`config.mk`:
```
export PLATFORM = sky130hd
export DESIGN_NAME = multiword_add_sequencer_flat
export DESIGN_NICKNAME = d
export VERILOG_FILES = /design/src/rtl/multiword_add_sequencer_if.sv /design/src/rtl/multiword_add_sequencer.sv /design/src/flat_wrapper.sv
export SDC_FILE = /design/constraint.sdc
export NUM_CORES = 1
export LEC_CHECK = 0
export BUFFER_PORTS_ARGS = -buffer_cell sky130_fd_sc_hd__buf_2
export CAP_MARGIN = 20
export CORE_UTILIZATION = 49
export DETAILED_ROUTE_END_ITERATION = 16
export HOLD_SLACK_MARGIN = 0.08
export PLACE_DENSITY = 0.86
export SETUP_SLACK_MARGIN = 0.05
export SKIP_LAST_GASP = 1
export SYNTH_ARGS = -nofsm -noshare
export SYNTH_HDL_FRONTEND = slang
export SYNTH_SLANG_ARGS = --single-unit
```
`constraint.sdc`:
```
create_clock -name clk -period 4.4 [get_ports clk]
set_input_delay 0.44 -clock clk [delete_from_list [all_inputs] [get_ports clk]]
set_output_delay 0.44 -clock clk [all_outputs]
set_load 0.02 [all_outputs]
```
`src/rtl/multiword_add_sequencer_if.sv`:
```
// Handshake and operand/result bundle for the multi-word add/subtract sequencer.
// The controller drives the master side; the sequencer implements the slave side.
interface multiword_add_sequencer_if #(
    parameter int BIT_NUMBER = 8,
    parameter int WORDS      = 4
);
    localparam int W = WORDS * BIT_NUMBER;

    logic         start;
    logic         sub;
    logic [W-1:0] num_one;
    logic [W-1:0] num_two;
    logic         busy;
    logic         done;
    logic [W:0]   S;

    modport master (
        output start, sub, num_one, num_two,
        input  busy, done, S
    );

    modport slave (
        input  start, sub, num_one, num_two,
        output busy, done, S
    );
endinterface

```
`src/rtl/multiword_add_sequencer.sv`:
```
// Wide add/subtract built from two narrow CLA slices, one BIT_NUMBER chunk per clock,
// least-significant chunk first, with a carry register linking consecutive chunks.
module multiword_add_sequencer #(
    parameter int BIT_NUMBER = 8,
    parameter int WORDS      = 4
) (
    input logic                     clk,
    input logic                     rst,
    multiword_add_sequencer_if.slave bus
);
    localparam int W  = WORDS * BIT_NUMBER;
    localparam int IW = (WORDS > 1) ? $clog2(WORDS) : 1;
    localparam logic [IW-1:0] LAST_IDX = IW'(WORDS - 1);

    typedef enum logic [1:0] {
        IDLE = 2'd0,
        RUN  = 2'd1,
        DONE = 2'd2
    } state_t;

    state_t                r_state;
    state_t                w_next_state;
    logic [IW-1:0]         r_idx;
    logic                  r_carry;
    logic [W-1:0]          r_num_one;
    logic [W-1:0]          r_num_two;
    logic [W:0]            r_s;
    logic                  r_busy;
    logic                  r_done;
    logic [BIT_NUMBER-1:0] w_a;
    logic [BIT_NUMBER-1:0] w_b;
    logic [BIT_NUMBER:0]   w_s1;
    logic [BIT_NUMBER:0]   w_s2;
    logic                  w_carry_next;

    // Carry-lookahead slice: generate/propagate per bit, returns {carry_out, sum}.
    function automatic logic [BIT_NUMBER:0] cla_add(
        input logic [BIT_NUMBER-1:0] a,
        input logic [BIT_NUMBER-1:0] b,
        input logic                  cin
    );
        logic [BIT_NUMBER-1:0] g;
        logic [BIT_NUMBER-1:0] p;
        logic [BIT_NUMBER:0]   c;
        g    = a & b;
        p    = a ^ b;
        c    = '0;
        c[0] = cin;
        for (int i = 0; i < BIT_NUMBER; i++) begin
            c[i+1] = g[i] | (p[i] & c[i]);
        end
        return {c[BIT_NUMBER], p ^ c[BIT_NUMBER-1:0]};
    endfunction

    assign w_a          = r_num_one[int'(r_idx)*BIT_NUMBER +: BIT_NUMBER];
    assign w_b          = r_num_two[int'(r_idx)*BIT_NUMBER +: BIT_NUMBER];
    assign w_s1         = cla_add(w_a, w_b, 1'b0);
    assign w_s2         = cla_add(w_s1[BIT_NUMBER-1:0], {BIT_NUMBER{1'b0}}, r_carry);
    // The two slice carries are mutually exclusive, so OR gives the chunk carry.
    assign w_carry_next = w_s1[BIT_NUMBER] | w_s2[BIT_NUMBER];

    assign bus.busy = r_busy;
    assign bus.done = r_done;
    assign bus.S    = r_s;

    // State register.
    always_ff @(posedge clk) begin
        if (rst) begin
            r_state <= IDLE;
        end else begin
            r_state <= w_next_state;
        end
    end

    // Next-state decode.
    always_comb begin
        w_next_state = r_state;
        case (r_state)
            IDLE: begin
                if (bus.start) begin
                    w_next_state = RUN;
                end else begin
                    w_next_state = IDLE;
                end
            end
            RUN: begin
                if (r_idx == LAST_IDX) begin
                    w_next_state = DONE;
                end else begin
                    w_next_state = RUN;
                end
            end
            DONE:    w_next_state = IDLE;
            default: w_next_state = IDLE;
        endcase
    end

    // Operand latch, chunk datapath and registered handshake outputs.
    always_ff @(posedge clk) begin
        if (rst) begin
            r_idx     <= '0;
            r_carry   <= 1'b0;
            r_num_one <= '0;
            r_num_two <= '0;
            r_s       <= '0;
            r_busy    <= 1'b0;
            r_done    <= 1'b0;
        end else begin
            r_busy <= (w_next_state != IDLE);
            r_done <= (w_next_state == DONE);
            case (r_state)
                IDLE: begin
                    if (bus.start) begin
                        // Subtraction is a + ~b + 1: invert b once and seed the carry.
                        r_num_one <= bus.num_one;
                        r_num_two <= bus.sub ? ~bus.num_two : bus.num_two;
                        r_carry   <= bus.sub;
                        r_s       <= '0;
                        r_idx     <= '0;
                    end
                end
                RUN: begin
                    r_s[int'(r_idx)*BIT_NUMBER +: BIT_NUMBER] <= w_s2[BIT_NUMBER-1:0];
                    r_carry <= w_carry_next;
                    if (r_idx == LAST_IDX) begin
                        r_s[W] <= w_carry_next;
                        r_idx  <= '0;
                    end else begin
                        r_idx  <= r_idx + IW'(1);
                    end
                end
                DONE: begin
                    r_idx <= '0;
                end
                default: begin
                    r_idx <= '0;
                end
            endcase
        end
    end
endmodule

```
`src/flat_wrapper.sv`:
```
// flat-port wrapper written by rule: the top's interface ports become plain ports
module multiword_add_sequencer_flat 
#(
    parameter int BIT_NUMBER = 8,
    parameter int WORDS      = 4
)
  (clk, rst, bus_start, bus_sub, bus_num_one, bus_num_two, bus_busy, bus_done, bus_S);
  multiword_add_sequencer_if #(.BIT_NUMBER(BIT_NUMBER), .WORDS(WORDS)) bus_i ();
  input logic clk;
  input logic rst;
  input wire logic [$bits(bus_i.start)-1:0] bus_start;
  input wire logic [$bits(bus_i.sub)-1:0] bus_sub;
  input wire logic [$bits(bus_i.num_one)-1:0] bus_num_one;
  input wire logic [$bits(bus_i.num_two)-1:0] bus_num_two;
  output wire logic [$bits(bus_i.busy)-1:0] bus_busy;
  output wire logic [$bits(bus_i.done)-1:0] bus_done;
  output wire logic [$bits(bus_i.S)-1:0] bus_S;
  assign bus_i.start = bus_start;
  assign bus_i.sub = bus_sub;
  assign bus_i.num_one = bus_num_one;
  assign bus_i.num_two = bus_num_two;
  assign bus_busy = bus_i.busy;
  assign bus_done = bus_i.done;
  assign bus_S = bus_i.S;
  multiword_add_sequencer #(.BIT_NUMBER(BIT_NUMBER), .WORDS(WORDS)) u_core (.clk(clk), .rst(rst), .bus(bus_i));
endmodule
```
# Yosys cells after proc, flatten, opt, wreduce, memory -nomap -nowiden
# Cells that the tools add are included.
totals:
  ff_bits: 104
  input_bits: 68
  output_inout_bits: 35
  elab_cells: 64
op_classes:
  addsub: 2
  eq_ne: 4
  shifts: 4
  mux: 13
  bitwise: 28
  reduce_logical: 5
ops:
  columns: ["op", "count"]
  rows:
  - ["$pmux 33 s2", 1]
  - ["$shiftx 32x6->8", 2]
  - ["$bwmux 33", 1]
  - ["$mux 33", 1]
  - ["$neg 5->33", 1]
  - ["$shift 8x33->33 const A", 1]
  - ["$shiftx 8x33->33", 1]
  - ["$mux 32", 1]
  - ["$not 32->32", 1]
  - ["$xor 8x8->8", 3]
  - ["$and 1x1->1", 15]
  - ["$and 8x8->8", 1]
  - ["$or 1x1->1", 8]
  - ["$pmux 2 s2", 2]
  - ["$mux 2", 3]
  - ["$eq 2x2->1 const B", 2]
  - ["$reduce_and 2->1", 2]
  - ["$reduce_bool 2->1", 2]
  - ["$mux 1", 3]
  - ["$add 2x1->2 const B", 1]
  - ["$eq 2x1->1 const B", 1]
  - ["$logic_not 2->1", 1]
  - ["$ne 2x2->1 const B", 1]
  - ["$pmux 1 s2", 1]

# Depth between registers and ports, before layout
# Gate-level depths: netlist of the first run.
depth:
  word_depth: 27
  depth_mapped: 17
  mapped_depth_nobuf: 15

# Worst setup path before layout of the first run
# No wires, ideal clock.
synth_path:
  kind: "register -> register"
  startpoint: "register u_core.r_idx[1]"
  endpoint: "register u_core.r_s[32], in the netlist u_core.bus.S[32]"
  setup_ns: 0.131
  arrival_time_ns: 4.522
  t_required_ns: 4.269
  path_slack_ns: -0.253
  stages_incl_launch_ff: 18
  n_path_buf: 2
  synth_period_minus_slack_ns: 4.653
  cell_sequence: "dfxtp_1 > clkbuf_1 > buf_2 > mux4_2 > ha_1 > inv_1 > fa_1 > fa_1 > fa_1 > fa_1 > fa_1 > fa_1 > inv_1 > fa_1 > ha_1 > o21a_1 > a31oi_1 > o32ai_1"
synth_between:
  elab_chain_len: 20
  word_cells_on_any_way: 36
  cone_classes: "add/sub: 1; eq/ne: 1; shift: 4; mux: 3; bitwise: 27"
synth_rtl:
  columns: ["element", "line", "rtl"]
  rows:
  - ["start: declaration", "multiword_add_sequencer.sv:23", "logic [IW-1:0] r_idx;"]
  - ["start signal: assignment", "multiword_add_sequencer.sv:129", "r_idx <= r_idx + IW'(1);"]
  - ["$shiftx 32x6->8, on equally long branches", "multiword_add_sequencer.sv:55, multiword_add_sequencer.sv:56", null]
  - ["$xor 8x8->8 or $and 8x8->8 (tied branches)", "multiword_add_sequencer.sv:46, multiword_add_sequencer.sv:45", null]
  - ["$and 1x1->1", "multiword_add_sequencer.sv:50", "c[i+1] = g[i] | (p[i] & c[i]);"]
  - ["$or 1x1->1", "multiword_add_sequencer.sv:50", null]
  - ["$and 1x1->1", "multiword_add_sequencer.sv:50", null]
  - ["$or 1x1->1", "multiword_add_sequencer.sv:50", null]
  - ["$and 1x1->1", "multiword_add_sequencer.sv:50", null]
  - ["$or 1x1->1", "multiword_add_sequencer.sv:50", null]
  - ["(+3 left out)", null, null]
  - ["$or 1x1->1", "multiword_add_sequencer.sv:50", null]
  - ["$and 1x1->1", "multiword_add_sequencer.sv:50", null]
  - ["$or 1x1->1", "multiword_add_sequencer.sv:50", null]
  - ["$xor 8x8->8 (2 in series)", "multiword_add_sequencer.sv:52", "return {c[BIT_NUMBER], p ^ c[BIT_NUMBER-1:0]};"]
  - ["$shiftx 8x33->33", "multiword_add_sequencer.sv:123", "r_s[int'(r_idx)*BIT_NUMBER +: BIT_NUMBER] <= w_s2[BIT_NUMBER-1:0];"]
  - ["$bwmux 33", "multiword_add_sequencer.sv:123", null]
  - ["$mux 1 *", "multiword_add_sequencer.sv:125", "if (r_idx == LAST_IDX) begin"]
  - ["$pmux 33 s2 *", "multiword_add_sequencer.sv:111", "case (r_state)"]
  - ["end signal: indexed assignment", "multiword_add_sequencer.sv:123", null]
  - ["end signal: indexed assignment", "multiword_add_sequencer.sv:126", "r_s[W] <= w_carry_next;"]
  - ["end: declaration", "multiword_add_sequencer.sv:27", "logic [W:0] r_s;"]
# Mark *: on every way between the ends. The rest lies on a longest branch, timed or not.
# A chain may end at the register's enable or synchronous reset.

# Final worst setup path of the first run
layout_path:
  startpoint: "register u_core.r_idx[0]"
  endpoint: "register u_core.r_s[32], in the netlist u_core.bus.S[32]"
# Same word-level chain as after synthesis.

==> metrics.cfg, run 1 <==
[outcome]
status = finished, final reports clean

[final_layout]
fin_nets = 691
drive_gt1_frac = 0.268
diodes = 0
final_area_um2 = 5670
area_growth_pct = 16.6
fin_cells = 737

[die]
dieArea_um2 = 10300
initial_utilization = 0.516
rows = 35
die_h_um = 102
core_area_um2 = 9420
io_pins = 103
die_w_um = 102

[synth]
synth_nets = 611
synth_top_area_cell = dfxtp_1
ys_ff_latch = 104
synthTopCellsByArea = dfxtp_1 43%, mux4_2 7.4%, a21oi_1 6.1%, xnor2_1 5.8%, nand2_1 5.0%
yosys-top-cells-count = 104 x dfxtp_1, 65 x nand2_1, 59 x a21oi_1
yosysSeqAreaShare = 0.428
synth_edf_count = 0
syn_area_um2 = 4860
synth_top_family_by_area = compound AO/OA/AOI/OAI gates
synth_compound_area_frac = 0.163
synth_top_area_frac = 0.428
yosys.area_share.simple = 0.141
synth_fa_ha_area_frac = 0.0623
synthDistinctLibCells = 41
syn_area_per_cell_um2 = 9.29
async_flop_share = 0
synth_most_common_cell = dfxtp_1
yosys_warnings = 0
synth-xor-area-share = 0.0577
synth_mux_area_frac = 0.0847
synthCells = 523
synthFlopType = dfxtp_1

[sta]
min_period_ns = 4.34
finalHoldViolCount = 0
slew_headroom = 0.316
setup_viol = 0
finalCritPeriodShare = 0.987
finalMaxSlewViolations = 0
worstMarginPinSlew_ns = 1.03
rsz0062_at_grt = yes
achievable-frequency_mhz = 230
final.setup_skew_ns = 0.00780

[cts]
cts.sinks = 104
clockRootBuffer = clkbuf_8
cts_made_buffers = 9
ctsLongestPathBuffers = 2
clk_pin_slew_ns = 0.09
cts_hold_buf = 0
clk_latency_ns = 0.36
cts_tree = done
h-tree-depth = 3

[critical_path]
critPathLaunchType = flop
r2r_start = u_core.r_idx[0]$_SDFFE_PP0P_
cp.required_ns = 4.63
worstReg2RegEnd = u_core.bus.S[32]$_SDFFE_PP0P_
cp_data_arrival_time_ns = 4.57
r2r_cells = 16
setup.worst_path.end_class = flop
crit_type = reg2reg
critPathLaunch = u_core.r_idx[0]$_SDFFE_PP0P_
regToRegSetupSlack_ns = 0.06
cp_max_fo = 7

[placement]
place_area_um2 = 5410
gp_congestion = 0.823
dpl.hpwl_mm = 8.21
dp.cells = 719
io_buffers = 102

[grt]
grt_overflow_total = 0
grt_max_degree = 97
first_global_vias = 3915
track_usage = 0.234
antenna_found_initial = 0
grt_pass1_wl_mm = 18.6

[run]
maxCapViolations = 0

[worst_hold_path]
holdCritStartpoint = bus_num_one[23]
hold_end = u_core.r_num_one[23]$_SDFFE_PP0P_
hold-path-cell-count = 3
hp-class = in2reg

[detailed_routing]
drt_first_pass_iters = 5
num_vias = 4034
viasPerCell = 5.47
ant_nets = 0
drt_wl_total_mm = 11.8
wl_per_cell_um = 16.0
drtIter0Drc = 190
drc = 0

[pwr]
ir_drop_uv = 188
p_leak_uw = 0.00225
power_density_nw_per_um2 = 350

## flip-flops by register name, summed over array words and instances (netlist names)
signal,flops
u_core.r_num_one,32
u_core.r_carry,1
u_core.r_num_two,32
u_core.bus.busy,1
u_core.r_state,2
u_core.bus.done,1
u_core.bus.S,33
u_core.r_idx,2
## power breakdown
part           switching, uW  leakage, uW  internal [uW]  total, uW
registers               30.0     0.000852            989       1020
clock network            313     0.000109            310        623
logic                    193      0.00129            147        339
## metrics by stage
stage / utilization / power [uW] / hold WS [ns] / setup slack [ns] / setup TNS, ns
CTS: 0.599 / 1980 / 0.303 / 0.0850 / 0
detailed placement: 0.575 / 1360 / 0.447 / -0.0750 / -0.119
floorplan: - / 1260 / 0.433 / 0.0760 / 0
finish: 0.602 / 1980 / 0.303 / 0.0551 / 0
global placement: 0.575 / 1350 / 0.442 / 0.00225 / 0
global route: 0.602 / 2080 / 0.297 / -0.0410 / -0.0410
## cell usage in the layout, fill, tap and decap left out, types with 10 or more instances in the layout
cell type | synthesis | routed
a211oi_1 | 32 | 32
buf_2 | 20 | 102
a21oi_1 | 59 | 59
inv_1 | 25 | 24
nor2_1 | 33 | 33
nand3_1 | 16 | 16
clkbuf_8 | 0 | 12
ha_1 | 13 | 12
xnor2_1 | 32 | 32
mux4_2 | 16 | 16
dfxtp_1 | 104 | 103
o21ai_0 | 26 | 26
buf_4 | 3 | 10
nand2_1 | 65 | 65
## worst max-delay path, stage by stage, from the launching register on
cell,delay (ns)
dfxtp_2,0.34
buf_12,0.13
mux4_2,0.32
ha_1,0.13
inv_1,0.05
fa_2,0.33
fa_2,0.34
fa_2,0.34
fa_2,0.37
fa_2,0.35
fa_2,0.34
inv_2,0.08
fa_2,0.47
ha_4,0.18
o21a_1,0.17
a31oi_1,0.15
o32ai_1,0.10
## layout make-up
type,count,area (um2)
Timing Repair Buffer,114,611
Clock buffer,12,165
Inverter,25,93.8
Sequential cell,104,2080
Tap cell,129,161
Fill cell,772,3750
Multi-Input combinational cell,349,2500
Clock inverter,4,51.3
## kinds of logic (layout without fill, tap and decap cells)
kind of cell,after synthesis,in the layout
buffers and inverters,70,155
muxes,21,21
xor gates and xnor gates,32,32
AOI/OAI and AO/OA,132,132
adders and majority gates,20,20
DFF,104,104
and+or+nand+nor,144,144
## timing repair
item	4_1_cts	5_1_grt
cloned	0	0
resized for setup	4	4
endpoints found under the setup margin	6	6
buffers inserted	0	1
pin swaps	0	1
## layer usage
metal / up-vias / track usage / part of all wire
met5: - / 0 / 0
met4: 0 / 0.119 / 0.037
met3: 40 / 0.0607 / 0.062
met2: 180 / 0.387 / 0.49
met1: 1843 / 0.281 / 0.41
li1: 1971 / - / -
## how the worst max path moves through the flow
| stage | end | slack [ns] | depth (start not counted) |
|---|---|---|---|
| finish | u_core.bus.S[32]$_SDFFE_PP0P_ | 0.06 | 16 |
| CTS | u_core.bus.S[32]$_SDFFE_PP0P_ | 0.09 | 16 |
| detailed placement | u_core.bus.S[32]$_SDFFE_PP0P_ | -0.07 | 16 |
| global placement | u_core.bus.S[32]$_SDFFE_PP0P_ | 0.002 | 16 |
| global route | u_core.bus.S[32]$_SDFFE_PP0P_ | -0.04 | 16 |
| floorplan | u_core.bus.S[32]$_SDFFE_PP0P_ | 0.08 | 16 |
Power figures use the tool's default switching activity.
==> run 2: changes to the inputs <==
ABC_AREA = 1   (was unset)
==> run 2 against run 1 <==
Net effect: fmax is 0.57% higher; synthesized cell count up 21%; sequential share of layout area fell by 0.82 points; highest routed layer unchanged; critical path depth rose by 2; area after synthesis increased by 0.51%; global-route usage grew 0.18 points; combinational power up 30%; clock power grew 8.2%; worst setup slack gained 0.025 ns; power up 8.8%; clock-buffer cell count shrank 2.
==> metrics.cfg, run 2 <==
[critical_path]
crit_type = reg2reg
crit_path_max_incr_delay_ns = 0.44  ; -0.03 ns
cp_cell_sequence = inv_6, o21ai_0, o22ai_2, ha_2, inv_2, fa_2, fa_2, fa_2, fa_2, fa_2, fa_2, inv_2, fa_1, ha_4, nand2_4, nor2_4, nand2_1, a21oi_2
cp_max_fo = 11  ; +4
cp.required_ns = 4.70  ; +0.07 ns
critPathLaunchType = flop
cp_data_arrival_time_ns = 4.62  ; +0.05 ns
cp_common_cell = fa_2
slowest_stage = fa_1
setup.worst_path.end_class = flop

[sta]
rsz0062_at_grt = yes
min_period_ns = 4.32  ; -0.0246 ns
finalCritPeriodShare = 0.982  ; -0.00560
finalHoldViolCount = 0  ; unchanged
final.setup_skew_ns = 0.0113  ; +0.00354 ns
worstMarginPinSlew_ns = 1.00  ; -0.0232 ns
tns_ns = 0  ; unchanged
achievable-frequency_mhz = 231  ; +0.57%
finalMaxSlewViolations = 0  ; unchanged
setup_viol = 0  ; unchanged
slew_headroom = 0.331  ; +0.0147

[grt]
grt_max_degree = 74  ; -24%
grt_overflow_total = 0  ; unchanged
grt_pass1_wl_mm = 19.1  ; +2.8%
track_usage = 0.236  ; +0.00181
antenna_found_initial = 0  ; unchanged
first_global_vias = 4182  ; +6.8%

[synth]
syn_area_um2 = 4890  ; +0.51%
yosysSeqAreaShare = 0.426  ; -0.00219
synthFlopType = dfxtp_1
synth_top_area_frac = 0.426  ; -0.00219
synth_edf_count = 0  ; unchanged
syn_area_per_cell_um2 = 7.71  ; -17%
synthDistinctLibCells = 28  ; -32%
synthTopCellsByArea = dfxtp_1 43%, nand2_1 8.6%, nor2_1 8.3%, a21oi_1 6.7%, o21ai_0 6.7%
synth_top_area_cell = dfxtp_1
synth_most_common_cell = nand2_1
synth_nets = 722  ; +18%
yosys-top-cells-count = 112 x nand2_1, 108 x nor2_1, 104 x dfxtp_1
async_flop_share = 0  ; unchanged
ys_ff_latch = 104  ; unchanged
yosys_warnings = 0  ; unchanged
synthCells = 634  ; +21%

[final_layout]
final_common_cell = nand2_1
diodes = 0  ; unchanged
area_growth_pct = 18.8
drive_gt1_frac = 0.239  ; -0.0294
fin_util = 0.597  ; -0.00502
largest_reg_flops = 33  ; unchanged
fin_cells = 862  ; +17%
fin_nets = 812  ; +18%
final_cell_mix = 111 x nand2_1, 105 x nor2_1, 102 x buf_2, 102 x dfxtp_1, 64 x a21oi_1

[detailed_routing]
drtIter0Drc = 231  ; +22%
wl_per_cell_um = 13.7  ; -15%
drt_first_pass_iters = 4  ; -1
num_vias = 4417  ; +9.5%
ant_nets = 0  ; unchanged
drc = 0  ; unchanged
viasPerCell = 5.12  ; -6.4%
drt_wl_total_mm = 11.8  ; -0.18%

[placement]
gp_congestion = 0.846  ; +2.8%
dp.cells = 841  ; +17%
io_buffers = 102  ; unchanged
dpl.hpwl_mm = 8.37  ; +2.0%

[die]
initial_utilization = 0.502  ; -0.0141
die_h_um = 102  ; +0.25%
die_w_um = 102  ; +0.25%
dieArea_um2 = 10400  ; +0.50%
rows = 36  ; +2.9%
io_pins = 103  ; unchanged
core_area_um2 = 9730  ; +3.3%

[cts]
clk_pin_slew_ns = 0.10  ; about the same
cts_hold_buf = 0  ; unchanged
cts.sinks = 104  ; unchanged
clockRootBuffer = clkbuf_8
cts_made_buffers = 9  ; unchanged
h-tree-depth = 3  ; unchanged
ctsLongestPathBuffers = 2  ; unchanged
clk_latency_ns = 0.37  ; about the same
cts_tree = done

[worst_hold_path]
hp-class = in2reg

[pwr]
report.power.total_uw = 2150  ; +8.8%
p_leak_uw = 0.00248  ; +10%
ir_drop_uv = 198  ; +5.0%
power_density_nw_per_um2 = 371  ; +6.1%

[outcome]
status = finished, final reports clean

[run]
maxCapViolations = 0  ; unchanged

## run 2: path summary, 6_finish.rpt
path / start / to / slack, ns / cells past startpoint
max: u_core.r_idx[0]$_SDFFE_PP0P_ / u_core.bus.S[15]$_SDFFE_PP0P_ / 0.08 / 18
min: bus_num_one[18] / u_core.r_num_one[18]$_SDFFE_PP0P_ / 0.32 / 3
max reg2reg: u_core.r_idx[0]$_SDFFE_PP0P_ / u_core.bus.S[15]$_SDFFE_PP0P_ / 0.08 / 18
min reg2reg: u_core.bus.S[9]$_SDFFE_PP0P_ / u_core.bus.S[9]$_SDFFE_PP0P_ / 0.47 / 2
## run 2: critical path, delay by kind of cell, from the launching register on
family	cells	cell delay, ns
adders and majority gates	9	3.01
AOI/OAI and AO/OA	3	0.40
DFF	1	0.39
and+or+nand+nor	3	0.25
buffers and inverters	3	0.20
## run 2: area by class of cell
| class | count | area, um2 |
|---|---|---|
| clock inverter | 6 | 90.1 |
| tap | 133 | 166 |
| multi-input combinational | 451 | 2530 |
| inverter | 39 | 154 |
| sequential | 104 | 2090 |
| clock buffer | 10 | 138 |
| timing repair buffer | 119 | 646 |
| fill | 894 | 3920 |
## run 2: logic make-up after synthesis
group                    share of synthesized area
buffers and inverters                       0.0727
XOR/XNOR                                    0.0574
flip-flops                                   0.426
AO/OA/AOI/OAI                                0.188
adder cells (fa/ha/maj)                     0.0620
AND/OR/NAND/NOR                              0.194
## run 2: per-stage QoR
step	worst slack, ns	hold slack, ns	cell area, um2
after floorplan	0.0293	0.424	4940
after global placement	-0.0172	0.445	5460
after detailed placement	-0.0489	0.452	5460
after CTS	0.0607	0.307	5720
after global routing	-0.0633	0.302	5810
final	0.0797	0.318	5810
## run 2: routing by layer
| layer | global-route usage | routed length, um | vias up |
|---|---|---|---|
| li1 | - | - | 2239 |
| met1 | 0.293 | 5390 | 2018 |
| met2 | 0.404 | 5640 | 131 |
| met3 | 0.0499 | 506 | 29 |
| met4 | 0.0835 | 261 | 0 |
| met5 | 0 | 0 | - |
## run 2: report_power, final
group	internal (uW)	switching (uW)	total, uW
sequential	1000	36.8	1040
combinational	171	271	442
clock	339	334	674
## run 2: timing repair
| action | CTS | global route |
|---|---|---|
| setup buffers | 2 | 3 |
| pin swaps | 0 | 6 |
| gates resized for setup | 7 | 21 |
| endpoints found under the hold margin | 0 | 0 |
| gates cloned | 0 | 0 |
| endpoints found under the setup margin | 4 | 6 |
